--- src/rtl/tmr_fault_monitor.sv ---
// Watches the three raw channels of a TMR voter against its voted output.
// Flags channels that persistently disagree, and flags a voter that disagrees with the raw majority.
module tmr_fault_monitor #(
    parameter int THRESH = 4,
    parameter int CNT_W  = 8
) (
    input  logic             clk,
    input  logic             rst_n,
    input  logic             en,
    input  logic             clr,
    input  logic             x2,
    input  logic             x1,
    input  logic             x0,
    input  logic             y,
    output logic             y_q,
    output logic [2:0]       fault,
    output logic [CNT_W-1:0] err_cnt2,
    output logic [CNT_W-1:0] err_cnt1,
    output logic [CNT_W-1:0] err_cnt0,
    output logic             alarm,
    output logic             voter_err
);

    typedef enum logic [1:0] {
        OK      = 2'd0,
        SUSPECT = 2'd1,
        FAULTY  = 2'd2
    } state_t;

    localparam logic [3:0]       THRESH_C = 4'(THRESH);
    localparam logic [CNT_W-1:0] ERR_MAX  = {CNT_W{1'b1}};

    state_t           state_q [3];
    state_t           state_d [3];
    logic [3:0]       cnt_q   [3];
    logic [3:0]       cnt_d   [3];
    logic [CNT_W-1:0] err_q   [3];
    logic [CNT_W-1:0] err_d   [3];
    logic [2:0]       fault_d;
    logic             alarm_d;
    logic             voter_err_d;
    logic [2:0]       x;
    logic [2:0]       mis;
    logic             maj;

    assign x   = {x2, x1, x0};
    assign mis = en ? (x ^ {3{y}}) : 3'b000;
    assign maj = (x2 & x1) | (x2 & x0) | (x1 & x0);

    always_comb begin
        for (int i = 0; i < 3; i++) begin
            state_d[i] = state_q[i];
            cnt_d[i]   = cnt_q[i];
            err_d[i]   = err_q[i];
            fault_d[i] = 1'b0;
            if (clr) begin
                state_d[i] = OK;
                cnt_d[i]   = 4'd0;
                err_d[i]   = '0;
            end else if (mis[i]) begin
                if (err_q[i] != ERR_MAX) begin
                    err_d[i] = err_q[i] + CNT_W'(1);
                end
                case (state_q[i])
                    OK: begin
                        state_d[i] = SUSPECT;
                        cnt_d[i]   = 4'd1;
                    end
                    SUSPECT: begin
                        cnt_d[i] = cnt_q[i] + 4'd1;
                        if (cnt_q[i] + 4'd1 == THRESH_C) begin
                            state_d[i] = FAULTY;
                        end
                    end
                    default: state_d[i] = FAULTY;
                endcase
            end else if (en && state_q[i] == SUSPECT) begin
                state_d[i] = OK;
                cnt_d[i]   = 4'd0;
            end
            fault_d[i] = (state_d[i] == FAULTY);
        end
        // alarm looks at next-state faults so it rises together with the second fault bit
        alarm_d     = (fault_d[2] & fault_d[1]) | (fault_d[2] & fault_d[0]) | (fault_d[1] & fault_d[0]);
        voter_err_d = clr ? 1'b0 : (voter_err | (en & (y != maj)));
    end

    always_ff @(posedge clk or negedge rst_n) begin
        if (!rst_n) begin
            for (int i = 0; i < 3; i++) begin
                state_q[i] <= OK;
                cnt_q[i]   <= 4'd0;
                err_q[i]   <= '0;
            end
            fault     <= 3'b000;
            alarm     <= 1'b0;
            voter_err <= 1'b0;
            y_q       <= 1'b0;
        end else begin
            for (int i = 0; i < 3; i++) begin
                state_q[i] <= state_d[i];
                cnt_q[i]   <= cnt_d[i];
                err_q[i]   <= err_d[i];
            end
            fault     <= fault_d;
            alarm     <= alarm_d;
            voter_err <= voter_err_d;
            if (en) begin
                y_q <= y;
            end
        end
    end

    assign err_cnt2 = err_q[2];
    assign err_cnt1 = err_q[1];
    assign err_cnt0 = err_q[0];

endmodule

--- config.mk ---
export PLATFORM = sky130hd
export DESIGN_NAME = tmr_fault_monitor
export DESIGN_NICKNAME = d
export VERILOG_FILES = /design/src/rtl/tmr_fault_monitor.sv
export SDC_FILE = /design/constraint.sdc
export NUM_CORES = 1
export LEC_CHECK = 0
export ABC_AREA = 0
export ABC_CLOCK_PERIOD_IN_PS = 2400
export BUFFER_PORTS_ARGS = -buffer_cell sky130_fd_sc_hd__buf_2
export CAP_MARGIN = 15
export CORE_ASPECT_RATIO = 0.7
export CORE_MARGIN = 4
export CORE_UTILIZATION = 57
export CTS_CLUSTER_SIZE = 10
export DETAILED_ROUTE_END_ITERATION = 6
export PLACE_DENSITY_LB_ADDON = 0.12
export RECOVER_POWER = 25
export SLEW_MARGIN = 10
export SYNTH_ARGS = -nofsm -noshare
export SYNTH_HDL_FRONTEND = slang
export SYNTH_SLANG_ARGS = --single-unit
--- constraint.sdc ---
create_clock -name clk -period 2.4 [get_ports clk]
set_input_delay 0.24 -clock clk [delete_from_list [all_inputs] [get_ports clk]]
set_output_delay 0.24 -clock clk [all_outputs]
set_load 0.005 [all_outputs]
==> results.toml <==
[global_route]
grt_usage_pct = 19.11
first_global_vias = 1957
grt_antenna_before_repair = 0
grt_max_degree = 31
grt_overflow = 0
grt_pass1_wl_mm = 8.776

[power]
vdd_drop_max_v = 0.0003350
p_comb_share_pct = 10.5
p_leak_nw = 1.345
internal_power_mw = 1.122
power.net_switching_mw = 0.3711
seq_power_share_pct = 57.0
p_sw_share_pct = 24.86
total_power_mw = 1.493
pwr_density_cell_nw_per_um2 = 500.9
clkPwrFrac_pct = 32.6

[timing]
final.setup.tns_ns = 0
rsz0062_at_grt = "false"
fin_crit_sh_pct = 76.47
fmax_mhz = 544.9
hold_viol = 0
tightest_slew_ns = 0.6805
holdWs_ns = 0.3227
skew_ns = 0.007314
fin_crit_ns = 1.835
relSlewSlack_pct = 54.63
fin_ws_ns = 0.5647
finalSetupViolations = 0
report.final.slew_viol_count = 0

[setup_path]
worstPathBufferInverterCount = 0
path_class = "flop to flop"
cpLargestDelayFamily = "compound AO/OA/AOI/OAI gates"
cp_slowest_cell = "dfrtp_1"
crit_path_cell_trace = "ha_1 > xor2_1 > o2111ai_1 > o41ai_4 > and2_1 > maj3_1"
required_ns = 2.64
worstSetupEndpointType = "flop"
crit_arrival_ns = 2.07
ff2ff_path_depth = 6
critPathLaunchType = "flop"
critical_path_cell_count = 6
critical_path_peak_fanout = 6
max_stage_delay_ns = 0.44

[clocking]
cts_made_buffers = 5
ctsHoldBuffers = 1
clkSinkCount = 48
clkTransAtPathRegs_ns = 0.09
cts_max_level = 2
clk_latency_ns = 0.29
cts_resized = 0
cts-root-buf = "clkbuf_8"
clock_path_buffers = 2
cts_tree = "done"
cts_setup_buffers = 0

[logic_synthesis]
synth-seq-cells = 48
synthAdderAreaFrac_pct = 5.038
netlist_area_um2 = 2633
post_synth_mux_area_share_pct = 1.616
synth_compound_area_share_pct = 12.88
synth_ff_type = "dfrtp_1"
synth-async-reset-ratio_pct = 100.0
synth_fp_nets = 286
synth_simple_gate_area_share_pct = 21.34
synth_edf_count = 0
synth_cell_types = 46
synth_top_family_by_area = "simple AND/OR/NAND/NOR gates"
synth-seq-area-share_pct = 45.63
synth_xor_area_share_pct = 10.36
synth_cells = 269
syn_area_per_cell_um2 = 9.786
yosysWarnings = 0

[detailed_routing]
drt_iter0_drc = 88
drcViolationCount = 0
dr_total_vias = 2026
ant_nets = 0
drt_pass1_iterations = 4
wirelength_mm = 5.027
wire_per_inst_um = 13.73
vias_per_cell = 5.536

[placement]
dp_slack_ns = 0.5369
dp_hpwl_mm = 3.715
gp_congestion = 0.8093
placed_area_um2 = 2884
place.port_buffers = 37

[cells_and_area]
multi_input_area_um2 = 1349
drive_above_1_share_pct = 17.68
fillCellCount = 354
final_cell_area_um2 = 2980
register_area_um2 = 1201
nets = 327
syn2layout_area_growth_pct = 13.21
antenna_cells = 0

[run_status]
outcome = "finished, final reports clean"

[die]
ioPinCount = 38
die_y_um = 64.86
dieWidth_um = 89.23
start_util_pct = 59.77
die_area_um2 = 5787
num_rows = 20
fp.coreArea_um2 = 4404

[min_path]
holdPathStages = 2
min_path_type = "primary input to flop"

[run]
drv_cap = 0
==> cell usage in the layout, fill, tap and decap left out, drive strengths merged, types with 2 or more instances in the layout <==
| cell type | synthesis | layout |
|---|---|---|
| dfrtp | 48 | 48 |
| buf | 2 | 36 |
| nor2 | 35 | 35 |
| o21ai | 21 | 21 |
| nand2 | 19 | 19 |
| xnor2 | 17 | 17 |
| inv | 14 | 14 |
| nand3 | 12 | 12 |
| clkbuf | 4 | 11 |
| nor3 | 10 | 10 |
| ha | 9 | 9 |
| a21oi | 9 | 9 |
| xor2 | 9 | 9 |
| nand2b | 8 | 8 |
| nand4 | 7 | 7 |
| nor4 | 5 | 5 |
| nor2b | 4 | 4 |
| a21boi | 3 | 3 |
| and2 | 3 | 3 |
| or3 | 3 | 3 |
| o2111ai | 2 | 2 |
| and3b | 2 | 2 |
| o32ai | 2 | 2 |
| maj3 | 2 | 2 |
| o21a | 2 | 2 |
| a31oi | 2 | 2 |
| mux2i | 2 | 2 |
| mux2 | 2 | 2 |
==> worst register-to-register path, cell delays in order, from the launching register on <==
cell	delay, ns
dfrtp_1	0.44
ha_1	0.26
xor2_1	0.14
o2111ai_1	0.21
o41ai_4	0.39
and2_1	0.19
maj3_1	0.15
==> flip-flops by register name (all words and copies together) (netlist names), 3 cells and up <==
name / cells
err_cnt1: 8
fault: 3
cnt_q: 12
state_q: 6
err_cnt0: 8
err_cnt2: 8
==> per-stage QoR <==
| step | cells | utilization, % |
|---|---|---|
| global placement | 357 | 65.48 |
| detailed placement | 357 | 65.48 |
| global route | 366 | 67.67 |
| floorplan | 269 | - |
| CTS | 366 | 67.76 |
| finish | 366 | 67.67 |
==> final timing paths <==
check | end | slack [ns] | from
worst min register to register | cnt_q[7]$_DFFE_PN0P_ | 0.51 | cnt_q[7]$_DFFE_PN0P_
max in group asynchronous | voter_err$_DFF_PN0_ | 1.35 | rst_n
min in group asynchronous | err_cnt1[4]$_DFFE_PN0P_ | 0.51 | rst_n
worst max register to register | alarm$_DFF_PN0_ | 0.56 | cnt_q[4]$_DFFE_PN0P_
worst max-delay path | alarm$_DFF_PN0_ | 0.56 | cnt_q[4]$_DFFE_PN0P_
worst min-delay path | err_cnt1[3]$_DFFE_PN0P_ | 0.32 | clr
==> power by group through the flow <==
stage / clock, mW / combinational, mW / sequential (mW)
4_1_cts: 0.506 / 0.160 / 0.851
3_5_place_dp: 0 / 0.158 / 0.867
2_1_floorplan: 0 / 0.0978 / 0.864
6_report: 0.486 / 0.156 / 0.850
3_3_place_gp: 0 / 0.155 / 0.866
5_1_grt: 0.531 / 0.181 / 0.855
==> Yosys cell counts, types with 2 or more instances <==
cell / count / area share (%)
xor2_4: 2 / 2.1
nand3_1: 12 / 2.3
mux2_2: 2 / 0.86
dfrtp_1: 48 / 46
nor4_1: 3 / 0.71
or3_1: 3 / 0.71
inv_1: 14 / 2.0
maj3_1: 2 / 0.76
nor2_1: 35 / 5.0
ha_1: 9 / 4.3
and2_1: 3 / 0.71
xnor2_1: 17 / 5.7
a31oi_1: 2 / 0.48
nand2_1: 18 / 2.6
nor4_2: 2 / 0.95
nor2b_1: 4 / 0.95
o32ai_1: 2 / 0.67
o21ai_1: 3 / 0.57
o2111ai_1: 2 / 0.67
mux2i_1: 2 / 0.76
clkbuf_1: 4 / 0.57
xor2_1: 6 / 2.0
a21boi_0: 3 / 0.86
o21ai_0: 18 / 3.4
nand4_1: 7 / 1.7
nor3_1: 10 / 1.9
o21a_1: 2 / 0.57
and3b_1: 2 / 0.67
nand2b_1: 8 / 1.9
a21oi_1: 8 / 1.5
==> area by class of cell <==
| class | count | area share (%) |
|---|---|---|
| multi-input combinational | 201 | 45.26 |
| sequential | 48 | 40.30 |
| timing repair buffer | 40 | 7.347 |
| clock buffer | 8 | 3.023 |
| tap | 55 | 2.309 |
| inverter | 14 | 1.763 |
==> kinds of logic (layout without fill, tap and decap cells) <==
group | after synthesis | after routing
compound gates | 49 | 49
mux | 4 | 4
buf+inv | 20 | 62
fa+ha+maj | 11 | 11
simple gates | 111 | 111
xor+xnor | 26 | 26
flops | 48 | 48
==> routing by layer <==
| metal | GRT usage, % | share of wire (%) |
|---|---|---|
| met3 | 4.320 | 5.8 |
| met2 | 28.95 | 43 |
| met5 | 0 | 0 |
| met4 | 4.833 | 0.58 |
| met1 | 27.63 | 51 |
(Power assumes the default switching activity.)
